## config.mk

```make
export PLATFORM = sky130hd
export DESIGN_NAME = audio_dac_serializer_flat
export DESIGN_NICKNAME = d
export VERILOG_FILES = /design/src/rtl/audio_pkg.sv /design/src/rtl/audio_dac_serializer_if.sv /design/src/rtl/audio_bclk_gen.sv /design/src/rtl/audio_dac_serializer.sv /design/src/flat_wrapper.sv
export SDC_FILE = /design/constraint.sdc
export NUM_CORES = 1
export LEC_CHECK = 0
export BUFFER_PORTS_ARGS = -buffer_cell sky130_fd_sc_hd__buf_2
export CORE_MARGIN = 2
export CORE_UTILIZATION = 55
export DETAILED_ROUTE_END_ITERATION = 7
export GPL_TIMING_DRIVEN = 1
export PLACE_DENSITY = 0.77
export SETUP_SLACK_MARGIN = 0.05
export SYNTH_ARGS = -nofsm -noshare
export SYNTH_HDL_FRONTEND = slang
export SYNTH_SLANG_ARGS = --single-unit
```

## constraint.sdc

```tcl
create_clock -name clk -period 3.45 [get_ports clk]
set_input_delay 0.1725 -clock clk [delete_from_list [all_inputs] [get_ports clk]]
set_output_delay 0.1725 -clock clk [all_outputs]
set_load 0.02 [all_outputs]
```

## src/rtl/audio_pkg.sv

```systemverilog
// Shared types and constants for the audio DAC serializer slice.
package audio_pkg;

  localparam int SAMPLE_W       = 24;
  localparam int DEFAULT_SLOT_W = 32;

  typedef logic signed [SAMPLE_W-1:0] sample_t;

endpackage

```

## src/rtl/audio_dac_serializer_if.sv

```systemverilog
// Sample-in / codec-pins bundle between the sample generator, serializer and DAC pads.
interface audio_dac_serializer_if;
  import audio_pkg::*;

  sample_t sample;
  logic    frame_strobe;
  logic    aud_bclk;
  logic    aud_daclrck;
  logic    aud_dacdat;

  modport master (
    output sample,
    input  frame_strobe,
    input  aud_bclk,
    input  aud_daclrck,
    input  aud_dacdat
  );

  modport slave (
    input  sample,
    output frame_strobe,
    output aud_bclk,
    output aud_daclrck,
    output aud_dacdat
  );

endinterface

```

## src/rtl/audio_bclk_gen.sv

```systemverilog
// Bit-clock divider: toggles bclk every CLK_DIV clk cycles and flags the falling edge.
module audio_bclk_gen #(
  parameter int CLK_DIV = 8
) (
  input  logic clk,
  input  logic reset_n,
  output logic bclk,
  output logic fall_tick
);

  localparam int               DIV_W    = (CLK_DIV > 1) ? $clog2(CLK_DIV) : 1;
  localparam logic [DIV_W-1:0] DIV_LAST = DIV_W'(CLK_DIV - 1);

  logic [DIV_W-1:0] div_q, div_d;
  logic             bclk_q, bclk_d;
  logic             tc;

  always_comb begin
    tc     = (div_q == DIV_LAST);
    div_d  = tc ? '0 : div_q + DIV_W'(1);
    bclk_d = tc ? ~bclk_q : bclk_q;
  end

  always_ff @(posedge clk or negedge reset_n) begin
    if (!reset_n) begin
      div_q  <= '0;
      bclk_q <= 1'b0;
    end else begin
      div_q  <= div_d;
      bclk_q <= bclk_d;
    end
  end

  assign bclk      = bclk_q;
  // Combinational so data-side registers update on the same edge bclk falls.
  assign fall_tick = tc & bclk_q;

endmodule

```

## src/rtl/audio_dac_serializer.sv

```systemverilog
// Mono 24-bit sample to three-wire DAC serializer (I2S by default).
// Define AUDIO_DAC_LEFT_JUSTIFIED_EN for left-justified framing.
module audio_dac_serializer
  import audio_pkg::*;
#(
  parameter int CLK_DIV = 8,
  parameter int SLOT_W  = DEFAULT_SLOT_W
) (
  input  logic            clk,
  input  logic            reset_n,
  audio_dac_serializer_if.slave bus
);

  localparam int               FRAME_BITS = 2 * SLOT_W;
  localparam int               CNT_W      = $clog2(FRAME_BITS);
  localparam int               IDX_W      = $clog2(SAMPLE_W);
  localparam logic [CNT_W-1:0] CNT_LAST   = CNT_W'(FRAME_BITS - 1);
  localparam logic [CNT_W-1:0] SLOT_LEN   = CNT_W'(SLOT_W);
  localparam logic [CNT_W-1:0] CNT_SW     = CNT_W'(SAMPLE_W);

  if (CLK_DIV < 1) begin : g_bad_div
    $error("audio_dac_serializer: CLK_DIV must be at least 1");
  end
  if (SLOT_W < SAMPLE_W + 1) begin : g_bad_slot
    $error("audio_dac_serializer: SLOT_W must be at least SAMPLE_W+1");
  end

  logic             bclk;
  logic             fall_tick;
  logic [CNT_W-1:0] bitcnt_q, bitcnt_d;
  logic             lrck_q, lrck_d;
  logic             dat_q, dat_d;
  logic             strobe_q, strobe_d;
  sample_t          shreg_q, shreg_d;

  logic             frame_start;
  logic [CNT_W-1:0] nxt;
  logic [CNT_W-1:0] pos;
  logic [IDX_W-1:0] idx;
  logic             bit_v;
  sample_t          src;

  audio_bclk_gen #(
    .CLK_DIV (CLK_DIV)
  ) u_bclk_gen (
    .clk       (clk),
    .reset_n   (reset_n),
    .bclk      (bclk),
    .fall_tick (fall_tick)
  );

  always_comb begin
    frame_start = fall_tick && (bitcnt_q == CNT_LAST);
    nxt         = (bitcnt_q == CNT_LAST) ? '0 : bitcnt_q + CNT_W'(1);
    pos         = (nxt >= SLOT_LEN) ? nxt - SLOT_LEN : nxt;
    // On the capture edge the register is still being loaded, so read the input.
    src         = frame_start ? bus.sample : shreg_q;
    idx         = '0;
    bit_v       = 1'b0;
`ifdef AUDIO_DAC_LEFT_JUSTIFIED_EN
    if (pos < CNT_SW) begin
      idx   = IDX_W'(CNT_SW - CNT_W'(1) - pos);
      bit_v = src[idx];
    end
`else
    if ((pos != '0) && (pos <= CNT_SW)) begin
      idx   = IDX_W'(CNT_SW - pos);
      bit_v = src[idx];
    end
`endif

    bitcnt_d = bitcnt_q;
    lrck_d   = lrck_q;
    dat_d    = dat_q;
    shreg_d  = shreg_q;
    strobe_d = frame_start;
    if (fall_tick) begin
      bitcnt_d = nxt;
      lrck_d   = (nxt >= SLOT_LEN);
      dat_d    = bit_v;
      if (frame_start) begin
        shreg_d = bus.sample;
      end
    end
  end

  always_ff @(posedge clk or negedge reset_n) begin
    if (!reset_n) begin
      bitcnt_q <= CNT_LAST;
      lrck_q   <= 1'b0;
      dat_q    <= 1'b0;
      strobe_q <= 1'b0;
      shreg_q  <= '0;
    end else begin
      bitcnt_q <= bitcnt_d;
      lrck_q   <= lrck_d;
      dat_q    <= dat_d;
      strobe_q <= strobe_d;
      shreg_q  <= shreg_d;
    end
  end

  assign bus.aud_bclk     = bclk;
  assign bus.aud_daclrck  = lrck_q;
  assign bus.aud_dacdat   = dat_q;
  assign bus.frame_strobe = strobe_q;

endmodule
```

## src/flat_wrapper.sv

```systemverilog
// flat-port wrapper written by rule: the top's interface ports become plain ports
module audio_dac_serializer_flat import audio_pkg::*;
#(
  parameter int CLK_DIV = 8,
  parameter int SLOT_W  = DEFAULT_SLOT_W
)
  (clk, reset_n, bus_sample, bus_frame_strobe, bus_aud_bclk, bus_aud_daclrck, bus_aud_dacdat);
  audio_dac_serializer_if bus_i ();
  input  logic clk;
  input  logic reset_n;
  input wire logic [$bits(bus_i.sample)-1:0] bus_sample;
  output wire logic [$bits(bus_i.frame_strobe)-1:0] bus_frame_strobe;
  output wire logic [$bits(bus_i.aud_bclk)-1:0] bus_aud_bclk;
  output wire logic [$bits(bus_i.aud_daclrck)-1:0] bus_aud_daclrck;
  output wire logic [$bits(bus_i.aud_dacdat)-1:0] bus_aud_dacdat;
  assign bus_i.sample = bus_sample;
  assign bus_frame_strobe = bus_i.frame_strobe;
  assign bus_aud_bclk = bus_i.aud_bclk;
  assign bus_aud_daclrck = bus_i.aud_daclrck;
  assign bus_aud_dacdat = bus_i.aud_dacdat;
  audio_dac_serializer #(.CLK_DIV(CLK_DIV), .SLOT_W(SLOT_W)) u_core (.clk(clk), .reset_n(reset_n), .bus(bus_i));
endmodule
```

Word level (Yosys, flattened, before mapping)
Cells that the tools add are included.

Equality and inequality tests: 2. Reductions and logical operators: 3. Magnitude comparators: 3. Add/subtract/negate cells: 4. Multiplexer cells: 7. Bitwise gates (word level): 2.

Operators by type and width (number): 2-to-1 mux 24 bit (1); 2-to-1 mux 6 bit (2); adder 6 x 1 -> 6 bit, second input constant (1); == test 6 bit, second input constant (1); >= comparator 6 bit, second input constant (1); less-or-equal comparator 6 x 5 -> 1 bit, second input constant (1); < comparator 5 x 6 -> 1 bit, second input constant (1); nonzero test 6 bit (1); subtractor 6 bit, second input constant (1); binary-select mux 1 bit (select 5 bit) (1); subtractor 5 bit, first input constant (1); adder 3 x 1 -> 3 bit, second input constant (1); == test 3 bit, second input constant (1); 2-to-1 mux 3 bit (1); logical AND 1 bit (2); 2-to-1 mux 1 bit (2); bitwise AND 1 bit (1); NOT 1 bit (1).

Input bits: 26. Output and inout port bits: 4. Logic and storage cells: 28. Register bits: 37.

Longest topological paths before layout
Gate-level depths: netlist (run 1).

Word-level depth: 8. Gate-level depth with buffers: 12. Gate-level depth less buffers: 9.

Hierarchy
A second synthesis (run 1) with hierarchy kept.

Cells, all modules: 166. Area, all modules: 1908.1 µm².

Modules (own cells, without submodules): audio_dac_serializer (area each 1762.9 µm², instances 1, sequential area each 833.3 µm², cells each 157); audio_bclk_gen (area each 145.1 µm², instances 1, sequential area each 100.1 µm², cells each 9).

Worst setup path after synthesis (run 1)
Ideal clock, no wire load.

Path type: register to register. Start point: register u_core.u_bclk_gen.div_q[0]. End point: register u_core.dat_q (netlist: u_core.bus.aud_dacdat). Library setup time: 0.134 ns. Cell stages (with the launch flop): 13. Buffers on the path: 3. Arrival: 2.390 ns. Period minus slack after synthesis: 2.524 ns. Slack: 0.926 ns. Data required time: 3.316 ns. Cell sequence: dfrtp_1 -> ha_1 -> ha_1 -> buf_6 -> and4_4 -> buf_6 -> nand2_4 -> inv_2 -> buf_6 -> mux2_4 -> mux4_2 -> o2111ai_1 -> nand4_1.

Cells in the longest elaborated chain, start to end: 7.

RTL lines: start: declaration (RTL line audio_bclk_gen.sv:14) `logic [DIV_W-1:0] div_q, div_d;`; start signal: assignment (RTL line audio_bclk_gen.sv:29) `div_q <= div_d;`; == test 3 bit * (RTL line audio_bclk_gen.sv:19) `tc = (div_q == DIV_LAST);`; bitwise AND 1 bit * (RTL line audio_bclk_gen.sv:36) `assign fall_tick = tc & bclk_q;`; logical AND 1 bit (RTL line audio_dac_serializer.sv:53) `frame_start = fall_tick && (bitcnt_q == CNT_LAST);`; 2-to-1 mux 24 bit (RTL line audio_dac_serializer.sv:57) `src = frame_start ? bus.sample : shreg_q;`; binary-select mux 1 bit (select 5 bit) (RTL line audio_dac_serializer.sv:68) `bit_v = src[idx];`; 2-to-1 mux 1 bit (not written as such) (RTL line audio_dac_serializer.sv:68); 2-to-1 mux 1 bit (RTL line audio_dac_serializer.sv:66) `if ((pos != '0) && (pos <= CNT_SW)) begin`; end signal: assignment (RTL line audio_dac_serializer.sv:97) `dat_q <= dat_d;`; end: declaration (RTL line audio_dac_serializer.sv:32) `logic dat_q, dat_d;`.

Mark *: on every way between the ends. The rest lies on a longest branch, timed or not. The select of a mux whose other input is x is not followed. A chain may end at the register's enable or synchronous reset.

Worst setup path after layout (run 1)
Start point: register u_core.bitcnt_q[0]. End point: register u_core.dat_q (netlist: u_core.bus.aud_dacdat).

Cells in the longest elaborated chain, start to end: 8.

RTL lines: start: declaration (RTL line audio_dac_serializer.sv:30) `logic [CNT_W-1:0] bitcnt_q, bitcnt_d;`; start signal: assignment (RTL line audio_dac_serializer.sv:95) `bitcnt_q <= bitcnt_d;`; adder 6 x 1 -> 6 bit / == test 6 bit (equally long branches) (RTL line audio_dac_serializer.sv:54, audio_dac_serializer.sv:53); 2-to-1 mux 6 bit (RTL line audio_dac_serializer.sv:54) `nxt = (bitcnt_q == CNT_LAST) ? '0 : bitcnt_q + CNT_W'(1);`; subtractor 6 bit / >= comparator 6 bit (equally long branches) (RTL line audio_dac_serializer.sv:55) `pos = (nxt >= SLOT_LEN) ? nxt - SLOT_LEN : nxt;`; 2-to-1 mux 6 bit (RTL line audio_dac_serializer.sv:55); subtractor 5 bit (RTL line audio_dac_serializer.sv:67) `idx = IDX_W'(CNT_SW - pos);`; binary-select mux 1 bit (select 5 bit) (RTL line audio_dac_serializer.sv:68); 2-to-1 mux 1 bit (not written as such) (RTL line audio_dac_serializer.sv:68); 2-to-1 mux 1 bit * (RTL line audio_dac_serializer.sv:66).

Marks and branches as above.

==> flow_metrics.env, run 1 <==
export IMPL_maxSlewViolCount=0
export IMPL_slowest_stage="dfstp_2"
export IMPL_dpl_cell_count=286
export IMPL_synth_edff_count=0
export IMPL_grt_first_pass_wirelength_mm=7.438
export IMPL_ys_ff_latch=37
export IMPL_grt_pass1_vias=1589
export IMPL_avgRoutedWirePerCell_um=14.45
export IMPL_hold_class="in2reg"
export IMPL_synth_compound_area_share_pct=16.23
export IMPL_synthMuxAreaShare_pct=4.348
export IMPL_cp_max_fo=20
export IMPL_grt_start_max_net_pins=38
export IMPL_die_h_um=64.95
export IMPL_worst_r2r_setup_slack_ns=0.43
export IMPL_ys_warn_count=0
export IMPL_n_antenna_cell=0
export IMPL_rsz0062_at_grt="no"
export IMPL_cts_buffers=5
export IMPL_synth_simple_area_share_pct=23.15
export IMPL_cts_sinks=37
export IMPL_ctsResizeCount=0
export IMPL_antenna_found_initial=0
export IMPL_io_pins=30
export IMPL_setup_violations=0
export IMPL_synthCells=224
export IMPL_worstPathCellList="ha_1 -> and3_1 -> nand2_4 -> inv_2 -> mux2_2 -> mux4_2 -> o2111ai_1 -> nand4_1"
export IMPL_dr_first_iter_drc_count=137
export IMPL_syn_num_nets=253
export IMPL_htree_levels=2
export IMPL_final_setup_tns_ns=0
export IMPL_irDropWorstVdd_v=0.0002532
export IMPL_path_buf_inv=1
export IMPL_synth_top_family_by_area="simple AND/OR/NAND/NOR gates"
export IMPL_fin_util_pct=63.43
export IMPL_powerDensity_nw_per_um2=368.4
export IMPL_clock_path_buffers=2
export IMPL_gp_congestion=0.8556
export IMPL_outcome="completed"
export IMPL_avgSynthCellArea_um2=9.121
export IMPL_hold_viol=0
export IMPL_slew_headroom_pct=47.18
export IMPL_insertion_delay_ns=0.29
export IMPL_die_width_um=64.95
export IMPL_ys_dominant_reg_cell="dfrtp_1"
export IMPL_p_leak_nw=1.008
export IMPL_yosys_area_share_xor_xnor_pct=3.001
export IMPL_hold_buffers=1
export IMPL_drive_above_1_share_pct=22.27
export IMPL_cts_tree="yes"
export IMPL_finalWirelength_mm=4.264
export IMPL_track_usage_pct=23.64
export IMPL_first_pass_iters=4
export IMPL_drv_cap=0
export IMPL_syn_to_final_growth_pct=11.94
export IMPL_num_vias=1687
export IMPL_critical_path_arrival_ns=3.19
export IMPL_synth_adder_area_share_pct=1.837
export IMPL_die_area_um2=4219
export IMPL_drc=0
export IMPL_root_buffer="clkbuf_8"
export IMPL_path_clk_slew_ns=0.07
export IMPL_path_class="reg2reg"
export IMPL_antenna_left=0
export IMPL_ys_seq_area_share_pct=45.68
export IMPL_final_common_cell="nand2_1"
export IMPL_via_per_inst=5.719
export IMPL_required_ns=3.61
export IMPL_worstSetupStartpointType="flop"
export IMPL_netlist_cell_type_count=51
export IMPL_finalPower_w=0.0008427
export IMPL_crit_family="multiplexers"
export IMPL_tightest_slew_ns=0.7923
export IMPL_postCtsSetupRepairBufs=0
export IMPL_crit_path_max_incr_delay_ns=0.69
export IMPL_finClkSkew_ns=0.007375
export IMPL_dpl_hpwl_mm=3.008
export IMPL_fin_cells=295
export IMPL_mostFrequentLayoutCells="nand2_1, dfrtp_1, buf_2, o21ai_0"
export IMPL_fp_row_count=22
export IMPL_core_area_um2=3606
export IMPL_io_buffer_count=29
export IMPL_end_kind="flop"
export IMPL_initial_core_util_pct=56.66
export IMPL_nNetsFinal=275
export IMPL_max_freq_mhz=330.9
export IMPL_async_flop_share_pct=100.0
export IMPL_fin_crit_sh_pct=87.60
export IMPL_period_minus_slack_ns=3.022
export IMPL_syn_area_um2=2043
export IMPL_overflow=0
## final timing paths
kind	start	to	cells past startpoint
setup / recovery	u_core.bitcnt_q[0]$_DFFE_PN1N_	u_core.bus.aud_dacdat$_DFFE_PN0N_	8
setup reg to reg	u_core.bitcnt_q[0]$_DFFE_PN1N_	u_core.bus.aud_dacdat$_DFFE_PN0N_	8
max in group asynchronous	reset_n	u_core.u_bclk_gen.div_q[2]$_DFF_PN0_	2
hold / removal	bus_sample[1]	u_core.shreg_q[1]$_DFFE_PN0N_	3
hold reg to reg	u_core.u_bclk_gen.div_q[0]$_DFF_PN0_	u_core.u_bclk_gen.div_q[0]$_DFF_PN0_	1
min in group asynchronous	reset_n	u_core.u_bclk_gen.div_q[0]$_DFF_PN0_	2
## through the flow
step,worst slack (ns),area (um2),hold WS (ns)
global placement,0.5100,2161,0.3071
detailed placement,0.4365,2161,0.3052
floorplan,0.9257,2043,-0.1231
finish,0.4279,2287,0.06553
global route,0.1625,2287,0.06900
CTS,0.4257,2287,0.06139
## Yosys cell counts, drive strengths merged (3+ instances only)
master,number,area [um2]
inv,4,15.01
nor2,9,33.78
nand3,9,45.04
and3,3,18.77
mux2,4,56.30
nor3,4,20.02
or3,4,25.02
nand4,6,37.54
a21o,3,22.52
xnor2,4,35.03
a21oi,8,40.04
a211oi,4,30.03
xor2,3,26.28
dfrtp,31,775.7
ha,3,37.54
dfstp,6,157.7
clkbuf,11,41.29
o21ai,11,55.05
nand2,58,225.2
buf,6,61.30
## cell type report
cell class                      count  area (um2)
Fill cell                         322        1319
Multi-Input combinational cell    166       992.2
Sequential cell                    37       933.4
Timing Repair Buffer               32       170.2
Clock buffer                        7       86.33
Tap cell                           48       60.06
Clock inverter                      1       30.03
Inverter                            4       15.01
## where the power goes
| part | total, W | internal [W] | switching (W) |
|---|---|---|---|
| Sequential | 0.000434 | 0.000434 | 0 |
| Combinational | 0.0000235 | 0.0000109 | 0.0000126 |
| Clock | 0.000385 | 0.000236 | 0.000150 |
| Total | 0.000843 | 0.000680 | 0.000162 |
## logic make-up after synthesis
logic type | Yosys count
simple gates | 102
compound gates | 48
flops | 37
buf+inv | 21
xor+xnor | 7
mux | 6
fa+ha+maj | 3
## tightest hold or removal path, stage by stage
cell and delay [ns]:
buf_2 0.07, nand2_1 0.04, nand2_1 0.04
## per-layer routing
layer  track usage, %  routed length (um)
met1            33.52                1947
met4            9.309                  63
met5                0                   0
met3            7.292                 209
met2            33.76                2044
## state kept, by name, summed over array words and instances, names as in the netlist
name / cells
u_core.bus.aud_daclrck: 1
u_core.shreg_q: 24
u_core.bitcnt_q: 6
u_core.u_bclk_gen.bclk: 1
u_core.bus.frame_strobe: 1
u_core.bus.aud_dacdat: 1
u_core.u_bclk_gen.div_q: 3
No activity file was read; power rests on OpenSTA's default activity.
==> inputs of run 2 (changes only) <==
--- a/config.mk
+++ b/config.mk
@@ -5,12 +5,12 @@
 export SDC_FILE = /design/constraint.sdc
 export NUM_CORES = 1
 export LEC_CHECK = 0
-export BUFFER_PORTS_ARGS = -buffer_cell sky130_fd_sc_hd__buf_2
 export CORE_MARGIN = 2
 export CORE_UTILIZATION = 55
 export DETAILED_ROUTE_END_ITERATION = 7
+export DONT_BUFFER_PORTS = 1
 export GPL_TIMING_DRIVEN = 1
-export PLACE_DENSITY = 0.77
+export PLACE_DENSITY = 0.7
 export SETUP_SLACK_MARGIN = 0.05
 export SYNTH_ARGS = -nofsm -noshare
 export SYNTH_HDL_FRONTEND = slang
==> flow_metrics.env, run 2 (synthesis gave the netlist of run 1 again) <==
export IMPL_core_area_um2=3606
export IMPL_nNetsFinal=258
export IMPL_irDropWorstVdd_v=0.0002497
export IMPL_antenna_left=0
export IMPL_cp_max_fo=20
export IMPL_htree_levels=2
export IMPL_fin_util_pct=62.66
export IMPL_top_register="u_core.shreg_q"
export IMPL_finalPower_w=0.0007837
export IMPL_dpl_cell_area_um2=2008
export IMPL_dr_first_iter_drc_count=123
export IMPL_die_width_um=64.95
export IMPL_finClkSkew_ns=0.002823
export IMPL_io_pins=30
export IMPL_power_frac_comb_pct=3.0
export IMPL_switchingPower_w=0.0001568
export IMPL_cts_buffers=5
export IMPL_path_clk_slew_ns=0.07
export IMPL_path_buf_inv=1
export IMPL_required_ns=3.61
export IMPL_path_class="reg2reg"
export IMPL_drv_cap=0
export IMPL_fp_row_count=22
export IMPL_hold_class="in2reg"
export IMPL_hold_viol=0
export IMPL_fin_cells=278
export IMPL_fillers=309
export IMPL_final_setup_tns_ns=0
export IMPL_slowest_stage="dfstp_2"
export IMPL_finalWirelength_mm=4.658
export IMPL_num_vias=1666
export IMPL_ctsResizeCount=0
export IMPL_reg_top3="u_core.shreg_q: 24 flops, u_core.bitcnt_q: 6 flops, u_core.u_bclk_gen.div_q: 3 flops"
export IMPL_p_leak_nw=0.9402
export IMPL_hold_buffers=13
export IMPL_rsz0062_at_grt="no"
export IMPL_track_usage_pct=25.03
export IMPL_largest_register_ff_count=24
export IMPL_drc=0
export IMPL_dpl_hpwl_mm=3.228
export IMPL_clock_path_buffers=2
export IMPL_worstPathCellList="ha_1 -> and3_1 -> nand2_4 -> inv_2 -> mux2_2 -> mux4_2 -> o2111ai_1 -> nand4_1"
export IMPL_gp_congestion=0.8511
export IMPL_slew_headroom_pct=55.26
export IMPL_via_per_inst=5.993
export IMPL_worstSetupStartpointType="flop"
export IMPL_cts_tree="yes"
export IMPL_overflow=0
export IMPL_grt_start_max_net_pins=38
export IMPL_postCtsSetupRepairBufs=0
export IMPL_io_buffer_count=0
export IMPL_final_common_cell="nand2_1"
export IMPL_n_antenna_cell=0
export IMPL_initial_core_util_pct=56.66
export IMPL_mostFrequentLayoutCells="nand2_1, dfrtp_1, dlygate4sd3_1, o21ai_0"
export IMPL_antenna_found_initial=0
export IMPL_seq_power_share_pct=55.4
export IMPL_fin_crit_sh_pct=89.39
export IMPL_clkPwrFrac_pct=41.7
export IMPL_power_internal_w=0.0006269
export IMPL_die_h_um=64.95
export IMPL_switching_share_pct=20.01
export IMPL_max_freq_mhz=324.3
export IMPL_dpl_cell_count=256
export IMPL_avgRoutedWirePerCell_um=16.76
export IMPL_cts_sinks=37
export IMPL_crit_path_max_incr_delay_ns=0.69
export IMPL_powerDensity_nw_per_um2=346.8
export IMPL_outcome="completed"
export IMPL_die_area_um2=4219
export IMPL_root_buffer="clkbuf_8"
export IMPL_drive_above_1_share_pct=11.74
export IMPL_setup_violations=0
export IMPL_maxSlewViolCount=0
export IMPL_grt_pass1_vias=1660
export IMPL_period_minus_slack_ns=3.084
export IMPL_first_pass_iters=4
export IMPL_design_area_um2=2260
export IMPL_critical_path_arrival_ns=3.24
export IMPL_tightest_slew_ns=0.6711
export IMPL_insertion_delay_ns=0.28
export IMPL_grt_first_pass_wirelength_mm=7.935
export IMPL_syn_to_final_growth_pct=10.59
export IMPL_end_kind="flop"
export IMPL_crit_family="multiplexers"
-- run 2: power groups by stage --
stage | registers (W) | clock network (W) | logic [W]
after floorplan | 0.000442 | 0 | 0.000000378
after global placement | 0.000442 | 0 | 0.000000378
after detailed placement | 0.000442 | 0 | 0.000000378
after CTS | 0.000434 | 0.000331 | 0.0000228
after global routing | 0.000434 | 0.000355 | 0.0000259
final | 0.000434 | 0.000327 | 0.0000231
-- run 2: stage by stage --
| stage | hold WS (ns) | worst slack, ns |
|---|---|---|
| global route | 0.002025 | 0.1946 |
| global placement | -0.1220 | 0.5152 |
| finish | 0.005018 | 0.3661 |
| CTS | 0.0001281 | 0.3755 |
| detailed placement | -0.1223 | 0.3957 |
| floorplan | -0.1231 | 0.9257 |
-- run 2: layer usage --
metal,track usage [%],wire (um)
met2,42.14,2448
met5,0,0
met1,31.56,1861
met3,6.076,267
met4,8.245,80
-- run 2: path summary, 6_finish.rpt --
kind | endpoint | depth (start not counted) | startpoint | slack (ns)
max in group asynchronous | u_core.bitcnt_q[0]$_DFFE_PN1N_ | 2 | reset_n | 2.84
hold reg to reg | u_core.u_bclk_gen.div_q[0]$_DFF_PN0_ | 1 | u_core.u_bclk_gen.div_q[0]$_DFF_PN0_ | 0.43
hold / removal | u_core.shreg_q[3]$_DFFE_PN0N_ | 2 | bus_sample[3] | 0.005
setup / recovery | u_core.bus.aud_dacdat$_DFFE_PN0N_ | 8 | u_core.bitcnt_q[0]$_DFFE_PN1N_ | 0.37
min in group asynchronous | u_core.u_bclk_gen.div_q[1]$_DFF_PN0_ | 2 | reset_n | 0.35
setup reg to reg | u_core.bus.aud_dacdat$_DFFE_PN0N_ | 8 | u_core.bitcnt_q[0]$_DFFE_PN1N_ | 0.37
-- run 2: layout make-up --
| class | count | area, um2 | share of cell area, % |
|---|---|---|---|
| clock buffer | 7 | 96.34 | 4.264 |
| inverter | 4 | 15.01 | 0.6645 |
| multi-input combinational | 166 | 992.2 | 43.91 |
| timing repair buffer | 15 | 157.7 | 6.977 |
| sequential | 37 | 933.4 | 41.31 |
| clock inverter | 1 | 5.005 | 0.2215 |
| tap | 48 | 60.06 | 2.658 |
